===== src/rtl/booth_pkg.sv =====
// Shared types, lane geometry and packing helpers for the iterative Booth multiplier controller.
package booth_pkg;

  typedef enum logic [1:0] {
    Mode1x16 = 2'b00,
    Mode2x8  = 2'b01,
    Mode4x4  = 2'b10,
    ModeRsvd = 2'b11
  } mode_e;

  typedef enum logic [1:0] {
    StIdle = 2'b00,
    StRun  = 2'b01,
    StDone = 2'b10
  } state_e;

  localparam int unsigned DataW = 16;
  localparam int unsigned ProdW = 32;
  localparam int unsigned AccW  = 36;

  localparam int unsigned W16 = 16;
  localparam int unsigned W8  = 8;
  localparam int unsigned W4  = 4;

  localparam int unsigned Iter16 = 16;
  localparam int unsigned Iter8  = 8;
  localparam int unsigned Iter4  = 4;

  // Each lane is {A,Q,Q-1}; lane k starts at k * stride within accum.
  localparam int unsigned Off16   = 0;
  localparam int unsigned Stride8 = 2 * W8 + 1;
  localparam int unsigned Stride4 = 2 * W4 + 1;

  function automatic logic [3:0] iter_last(mode_e m);
    unique case (m)
      Mode1x16: iter_last = 4'(Iter16 - 1);
      Mode2x8:  iter_last = 4'(Iter8 - 1);
      Mode4x4:  iter_last = 4'(Iter4 - 1);
      default:  iter_last = 4'd0;
    endcase
  endfunction

  function automatic logic [AccW-1:0] load_accum(mode_e m, logic [DataW-1:0] mp);
    logic [AccW-1:0] acc;
    acc = '0;
    unique case (m)
      Mode1x16: acc[Off16 + 1 +: W16] = mp;
      Mode2x8: begin
        for (int k = 0; k < 2; k++) acc[k * Stride8 + 1 +: W8] = mp[k * W8 +: W8];
      end
      Mode4x4: begin
        for (int k = 0; k < 4; k++) acc[k * Stride4 + 1 +: W4] = mp[k * W4 +: W4];
      end
      default: acc = '0;
    endcase
    return acc;
  endfunction

  function automatic logic [ProdW-1:0] pack_product(mode_e m, logic [AccW-1:0] acc);
    logic [ProdW-1:0] p;
    p = '0;
    unique case (m)
      Mode1x16: p = acc[Off16 + 1 +: 2 * W16];
      Mode2x8: begin
        for (int k = 0; k < 2; k++) p[k * 2 * W8 +: 2 * W8] = acc[k * Stride8 + 1 +: 2 * W8];
      end
      Mode4x4: begin
        for (int k = 0; k < 4; k++) p[k * 2 * W4 +: 2 * W4] = acc[k * Stride4 + 1 +: 2 * W4];
      end
      default: p = '0;
    endcase
    return p;
  endfunction

endpackage


===== src/rtl/booth_iter_ctrl_if.sv =====
// Request/response and encoder-facing signals of the Booth iteration controller.
interface booth_iter_ctrl_if;
  import booth_pkg::*;

  logic             start;
  logic [1:0]       mode;
  logic [DataW-1:0] multiplicand;
  logic [DataW-1:0] multiplier;
  logic [DataW-1:0] M_out;
  logic [3:0]       flags;
  logic [AccW-1:0]  accum;
  logic [DataW-1:0] M;
  logic [1:0]       mode_q;
  logic             busy;
  logic             done;
  logic             err;
  logic [ProdW-1:0] product;

  modport master (
    output start, mode, multiplicand, multiplier, M_out, flags,
    input  accum, M, mode_q, busy, done, err, product
  );

  modport slave (
    input  start, mode, multiplicand, multiplier, M_out, flags,
    output accum, M, mode_q, busy, done, err, product
  );

endinterface


===== src/rtl/booth_lane_step.sv =====
// One Booth iteration for a single lane: add/subtract into A, then arithmetic shift {A,Q,Q-1}.
module booth_lane_step #(
  parameter int unsigned W = 8
) (
  input  logic [2*W:0] lane_i,
  input  logic [W-1:0] m_i,
  input  logic         sub_i,
  output logic [2*W:0] lane_o
);

  logic [W-1:0] a;
  logic [W-1:0] a_next;

  always_comb begin
    a      = lane_i[2*W:W+1];
    a_next = sub_i ? (a - m_i) : (a + m_i);
    // Old Q-1 drops out; sign of A' refills the top.
    lane_o = {a_next[W-1], a_next, lane_i[W:1]};
  end

endmodule


===== src/rtl/booth_iter_ctrl.sv =====
// Iterative radix-2 Booth controller: one 16x16, two 8x8 or four 4x4 signed lanes.
module booth_iter_ctrl
  import booth_pkg::*;
(
  input logic               clk,
  input logic               rst,
  booth_iter_ctrl_if.slave  bus_io
);

  state_e           state_q;
  mode_e            mode_q;
  mode_e            mode_in;
  logic [AccW-1:0]  accum_q;
  logic [AccW-1:0]  step_acc;
  logic [DataW-1:0] m_q;
  logic [ProdW-1:0] product_q;
  logic [3:0]       cnt_q;
  logic             busy_q;
  logic             done_q;
  logic             err_q;

  assign mode_in = mode_e'(bus_io.mode);

  logic [2*W16:0] s16;
  logic [2*W8:0]  s8 [2];
  logic [2*W4:0]  s4 [4];

  booth_lane_step #(.W(W16)) u_step16 (
    .lane_i (accum_q[Off16 +: 2 * W16 + 1]),
    .m_i    (bus_io.M_out[W16-1:0]),
    .sub_i  (bus_io.flags[0]),
    .lane_o (s16)
  );

  for (genvar k = 0; k < 2; k++) begin : g_lane8
    booth_lane_step #(.W(W8)) u_step (
      .lane_i (accum_q[k * Stride8 +: Stride8]),
      .m_i    (bus_io.M_out[k * W8 +: W8]),
      .sub_i  (bus_io.flags[2 * k]),
      .lane_o (s8[k])
    );
  end

  for (genvar k = 0; k < 4; k++) begin : g_lane4
    booth_lane_step #(.W(W4)) u_step (
      .lane_i (accum_q[k * Stride4 +: Stride4]),
      .m_i    (bus_io.M_out[k * W4 +: W4]),
      .sub_i  (bus_io.flags[k]),
      .lane_o (s4[k])
    );
  end

  // Unused high accum bits stay zero because they are never written by a lane.
  always_comb begin
    step_acc = '0;
    unique case (mode_q)
      Mode1x16: step_acc[Off16 +: 2 * W16 + 1] = s16;
      Mode2x8: begin
        for (int k = 0; k < 2; k++) step_acc[k * Stride8 +: Stride8] = s8[k];
      end
      Mode4x4: begin
        for (int k = 0; k < 4; k++) step_acc[k * Stride4 +: Stride4] = s4[k];
      end
      default: step_acc = accum_q;
    endcase
  end

  always_ff @(posedge clk or posedge rst) begin
    if (rst) begin
      state_q   <= StIdle;
      mode_q    <= Mode1x16;
      accum_q   <= '0;
      m_q       <= '0;
      product_q <= '0;
      cnt_q     <= '0;
      busy_q    <= 1'b0;
      done_q    <= 1'b0;
      err_q     <= 1'b0;
    end else begin
      done_q <= 1'b0;
      err_q  <= 1'b0;
      unique case (state_q)
        StIdle: begin
          if (bus_io.start) begin
            if (mode_in == ModeRsvd) begin
              err_q <= 1'b1;
            end else begin
              state_q <= StRun;
              busy_q  <= 1'b1;
              mode_q  <= mode_in;
              m_q     <= bus_io.multiplicand;
              accum_q <= load_accum(mode_in, bus_io.multiplier);
              cnt_q   <= '0;
            end
          end
        end
        StRun: begin
          accum_q <= step_acc;
          cnt_q   <= cnt_q + 4'd1;
          if (cnt_q == iter_last(mode_q)) begin
            state_q   <= StDone;
            done_q    <= 1'b1;
            product_q <= pack_product(mode_q, step_acc);
          end
        end
        StDone: begin
          state_q <= StIdle;
          busy_q  <= 1'b0;
        end
        default: begin
          state_q <= StIdle;
          busy_q  <= 1'b0;
        end
      endcase
    end
  end

  assign bus_io.accum   = accum_q;
  assign bus_io.M       = m_q;
  assign bus_io.mode_q  = mode_q;
  assign bus_io.busy    = busy_q;
  assign bus_io.done    = done_q;
  assign bus_io.err     = err_q;
  assign bus_io.product = product_q;

endmodule


===== src/flat_wrapper.sv =====
// flat-port wrapper written by rule: the top's interface ports become plain ports
module booth_iter_ctrl_flat import booth_pkg::*;
  (clk, rst, bus_io_start, bus_io_mode, bus_io_multiplicand, bus_io_multiplier, bus_io_M_out, bus_io_flags, bus_io_accum, bus_io_M, bus_io_mode_q, bus_io_busy, bus_io_done, bus_io_err, bus_io_product);
  booth_iter_ctrl_if bus_io_i ();
  input logic clk;
  input logic rst;
  input wire logic [$bits(bus_io_i.start)-1:0] bus_io_start;
  input wire logic [$bits(bus_io_i.mode)-1:0] bus_io_mode;
  input wire logic [$bits(bus_io_i.multiplicand)-1:0] bus_io_multiplicand;
  input wire logic [$bits(bus_io_i.multiplier)-1:0] bus_io_multiplier;
  input wire logic [$bits(bus_io_i.M_out)-1:0] bus_io_M_out;
  input wire logic [$bits(bus_io_i.flags)-1:0] bus_io_flags;
  output wire logic [$bits(bus_io_i.accum)-1:0] bus_io_accum;
  output wire logic [$bits(bus_io_i.M)-1:0] bus_io_M;
  output wire logic [$bits(bus_io_i.mode_q)-1:0] bus_io_mode_q;
  output wire logic [$bits(bus_io_i.busy)-1:0] bus_io_busy;
  output wire logic [$bits(bus_io_i.done)-1:0] bus_io_done;
  output wire logic [$bits(bus_io_i.err)-1:0] bus_io_err;
  output wire logic [$bits(bus_io_i.product)-1:0] bus_io_product;
  assign bus_io_i.start = bus_io_start;
  assign bus_io_i.mode = bus_io_mode;
  assign bus_io_i.multiplicand = bus_io_multiplicand;
  assign bus_io_i.multiplier = bus_io_multiplier;
  assign bus_io_i.M_out = bus_io_M_out;
  assign bus_io_i.flags = bus_io_flags;
  assign bus_io_accum = bus_io_i.accum;
  assign bus_io_M = bus_io_i.M;
  assign bus_io_mode_q = bus_io_i.mode_q;
  assign bus_io_busy = bus_io_i.busy;
  assign bus_io_done = bus_io_i.done;
  assign bus_io_err = bus_io_i.err;
  assign bus_io_product = bus_io_i.product;
  booth_iter_ctrl u_core (.clk(clk), .rst(rst), .bus_io(bus_io_i));
endmodule

===== config.mk =====
export PLATFORM = sky130hd
export DESIGN_NAME = booth_iter_ctrl_flat
export DESIGN_NICKNAME = d
export VERILOG_FILES = /design/src/rtl/booth_pkg.sv /design/src/rtl/booth_iter_ctrl_if.sv /design/src/rtl/booth_lane_step.sv /design/src/rtl/booth_iter_ctrl.sv /design/src/flat_wrapper.sv
export SDC_FILE = /design/constraint.sdc
export NUM_CORES = 1
export LEC_CHECK = 0
export CORE_MARGIN = 2
export CORE_UTILIZATION = 48
export DETAILED_ROUTE_END_ITERATION = 10
export PLACE_DENSITY = 0.78
export SYNTH_ARGS = -nofsm -noshare
export SYNTH_HDL_FRONTEND = slang
export SYNTH_SLANG_ARGS = --single-unit

===== constraint.sdc =====
create_clock -name clk -period 3 [get_ports clk]
set_clock_uncertainty 0.1 [all_clocks]
set_input_delay 0.6 -clock clk [delete_from_list [all_inputs] [get_ports clk]]
set_output_delay 0.6 -clock clk [all_outputs]
set_load 0.03 [all_outputs]

==> run_results.csv <==
group,metric,value,unit
grt,grt_antenna_before_repair,0,
setup_path,crit_path_frequent_cell,"sky130_fd_sc_hd__a21oi_2",
timing,timing.final.ws_setup,-793.5,ps
grt,met1_usage,43.76,%
cts,clock_sinks,95,
power_and_ir_drop,p_switching,7.595,mW
logic_synthesis,synth-edff-count,0,
logic_synthesis,ys_seq_area_share,32.04,%
setup_path,worstPathCellList,"buf_12 -> inv_12 -> ha_4 -> and4bb_2 -> nor3b_4 -> buf_4 -> a21oi_2 -> xnor2_1 -> ha_1 -> a21o_1 -> a21o_1 -> a21oi_2 -> nor2_1 -> a221oi_2 -> nand2_1 -> o32a_1 -> buf_4 -> nand2_2 -> a21oi_2",
drt,drt-wirelength-per-cell,21.16,um
grt,first_global_vias,8357,
cts,insertion_delay_of_the_later_clocked_pin_in_the_worst_skew_pair,350,ps
setup_path,path_max_fanout,4,
place,worst_slack_after_detailed_placement,-1495,ps
setup_path,cp_slowest_stage_delay,430,ps
job,drv_cap,0,
power_and_ir_drop,sequential_cell_fraction_of_total_power,16.1,%
power_and_ir_drop,clk_pwr_share,7.8,%
logic_synthesis,post-synth-top-area-fraction,32.04,%
setup_path,critical-path-slowest-cell,"sky130_fd_sc_hd__o32a_1",
drt,route.detailed.drc,0,
outcome,run_status,"finished, violations left",
setup_path,worst-endpoint-arrival,3930,ps
timing,slew_headroom,46.64,%
logic_synthesis,synth_top_flop_cell,"sky130_fd_sc_hd__dfrtp_1",
timing,hold_viol_final,0,
floorplan,pin_count,146,
logic_synthesis,synth_warnings,0,
setup_path,critical_path.endpoint_type,"flop",
power_and_ir_drop,p_per_area,1304,nW/um^2
logic_synthesis,synth.ff_latch_count,95,
cts,tritoncts,"done",
timing,timing.final.crit_share,126.4,%
place,io_buffer_count,145,
floorplan,floorplan.die_area,16470,um^2
power_and_ir_drop,internal_power,7.680,mW
final_layout,fin_util,77.33,%
cts,cts.reportedPaths.clkPinSlew,60,ps
logic_synthesis,yosys-top-cells-count,"135 x sky130_fd_sc_hd__nand2_1, 95 x sky130_fd_sc_hd__dfrtp_1, 79 x sky130_fd_sc_hd__a21oi_1",
drt,ant_nets,0,
final_layout,layout.cell_area.non_filler,11710,um^2
grt,grt_use_met2,52.44,%
grt,globalRouteOverflowTotal,0,
timing,fin_crit,3793,ps
drt,detail_route.vias_per_cell,6.270,
setup_path,cp_data_required_time,3140,ps
place,gp_congestion,1.007,
drt,drtIter0Drc,1150,
grt,grt_first_pass_wirelength,43180,um
timing,fin_tns_setup,-14820,ps
grt,grt_use_total,33.15,%
power_and_ir_drop,leakagePower,5.299,nW
place,post_dp_cell_area,10420,um^2
timing,grt_setup_unrepaired,"true",
drt,detailroute.via_count,8672,
floorplan,floorplan.die.width,128.3,um
logic_synthesis,syn_nets,999,
final_layout,filler_cell_count,950,
setup_path,crit_type,"in -> reg",
logic_synthesis,postSynthCellCount,888,
setup_path,crit_path_start_kind,"primary input",
drt,first_pass_iters,8,
power_and_ir_drop,comb_power_share,76.1,%
place,dp_cells,1336,
power_and_ir_drop,power_switching_share,49.72,%
cts,cts.htree.levels,3,
grt,largest_net_degree_at_the_start_of_global_routing,35,
power_and_ir_drop,max-vdd-ir-drop,693.7,uV
floorplan,num_rows,45,
outcome,failing_checks,"negative setup slack",
floorplan,vertical_die_dimension,128.3,um
grt,grt_peak_use_layer,"met2",
logic_synthesis,netlist-cell-type-count,75,
logic_synthesis,share_of_flip_flops_with_an_asynchronous_set_or_reset,100.0,%
place,post-dp-hpwl,19620,um
grt,grtUsageMet3,6.861,%
logic_synthesis,dominant_cells_by_area_after_synthesis,"sky130_fd_sc_hd__dfrtp_1 32%, sky130_fd_sc_hd__ha_1 7.9%, sky130_fd_sc_hd__nand2_1 6.8%",
final_layout,layoutNonFillerInstCount,1383,
timing,clock.fmax,0.2636,GHz
power_and_ir_drop,power.total,15.28,mW
floorplan,initial_utilization,49.00,%
logic_synthesis,mappedNetlistArea,7421,um^2
final_layout,area.growth.synth_to_final,57.83,%
cts,clk_path_buf_depth,2,
logic_synthesis,yosysTopAreaCell,"sky130_fd_sc_hd__dfrtp_1",
drt,wl,29270,um
timing,final_max_slew_viol_count,0,
logic_synthesis,synth.most_common_cell,"sky130_fd_sc_hd__nand2_1",
final_layout,fraction_of_layout_instances_using_a_drive_strength_above_1,32.41,%
timing,final.hold.worst_slack,372.6,ps
hold_path,holdCritPathClass,"reg -> reg",
timing,final-setup-viol-count,39,
timing,timing_worst_slew_pin_value,798.7,ps
cts,cts-root-buf,"sky130_fd_sc_hd__clkbuf_16",
final_layout,final_nets,1300,
logic_synthesis,syn-mean-instance-area,8.357,um^2
cts,cts_buffers,9,
floorplan,core,15150,um^2
final cells by class:
class,instances,area [um^2],area share (%)
timing repair buffer,342,3044,25.99
clock inverter,4,53.80,0.4594
clock buffer,12,246.5,2.104
antenna,1,2.502,0.02137
tap,188,235.2,2.008
multi-input combinational,683,5502,46.97
inverter,58,251.5,2.147
sequential,95,2377,20.30
cell usage in the layout, fill, tap and decap left out, drive strengths merged, types with 8 or more instances in the layout:
cell type and count:
nand3 12, nor3 15, clkdlybuf4s50 129, a21o 14, a22o 11, dfrtp 95
nand2b 11, nand2 135, xnor2 53, inv 57, clkbuf 17, a211oi 8
a32oi 13, xor2 10, ha 47, buf 203, nand4 8, nor2 58
a22oi 12, a31oi 10, o21ai 54, o221ai 10, a221oi 14, a21oi 79
registers in the layout (all words and copies together) (netlist names):
register and flops:
u_core.bus_io.done 1, u_core.bus_io.accum 36, u_core.bus_io.product 32, u_core.cnt_q 4
u_core.bus_io.err 1, u_core.bus_io.M 16, u_core.bus_io.busy 1, u_core.bus_io.mode_q 2
u_core.state_q 2
power groups by stage:
stage               combinational, mW  sequential (mW)  clock (mW)
floorplan                        4.86             3.35           0
global placement                 9.49             2.43           0
detailed placement               9.64             2.43           0
CTS                              10.4             2.42        1.20
global route                     12.3             2.51        1.25
finish                           11.6             2.46        1.19
logic make-up after synthesis:
group           synth area share, %
fa+ha+maj                     10.62
mux                          0.7418
buf+inv                       5.598
compound gates                25.58
xor+xnor                      8.346
flops                         32.04
simple gates                  17.08
per-layer routing:
layer | wire (um) | up-vias
met1 | 11210 | 4074
met3 | 3107 | 172
met5 | 0 | -
li1 | - | 3788
met4 | 1677 | 0
met2 | 13270 | 638
worst max-delay path: cells and delay by family:
kind / cells / cell delay [ps]
adder cells (fa/ha/maj): 2 / 450
XOR/XNOR: 1 / 140
AO/OA/AOI/OAI: 7 / 1370
buffers and inverters: 4 / 510
AND/OR/NAND/NOR: 5 / 850
final timing paths:
check                                                     from                                    end  slack, ps  cells after the start
max                                            bus_io_M_out[1]  u_core.bus_io.product[30]$_DFFE_PP0P_       -790                     19
min                            u_core.bus_io.M[13]$_DFFE_PP0P_        u_core.bus_io.M[13]$_DFFE_PP0P_        370                      2
max reg2reg                u_core.bus_io.accum[17]$_DFFE_PP0P_  u_core.bus_io.product[22]$_DFFE_PP0P_       -320                     16
min reg2reg                    u_core.bus_io.M[13]$_DFFE_PP0P_        u_core.bus_io.M[13]$_DFFE_PP0P_        370                      2
max in group asynchronous                                  rst  u_core.bus_io.product[27]$_DFFE_PP0P_       1530                      3
min in group asynchronous                                  rst         u_core.bus_io.M[2]$_DFFE_PP0P_        640                      2
what timing repair did:
item / in CTS / in global routing
setup buffers: 19 / 21
endpoints found under the setup margin: 53 / 49
cloned: 0 / 0
resized for setup: 111 / 119
hold buffers: 0 / 0
pin swaps: 79 / 99
Power figures use the tool's default switching activity.
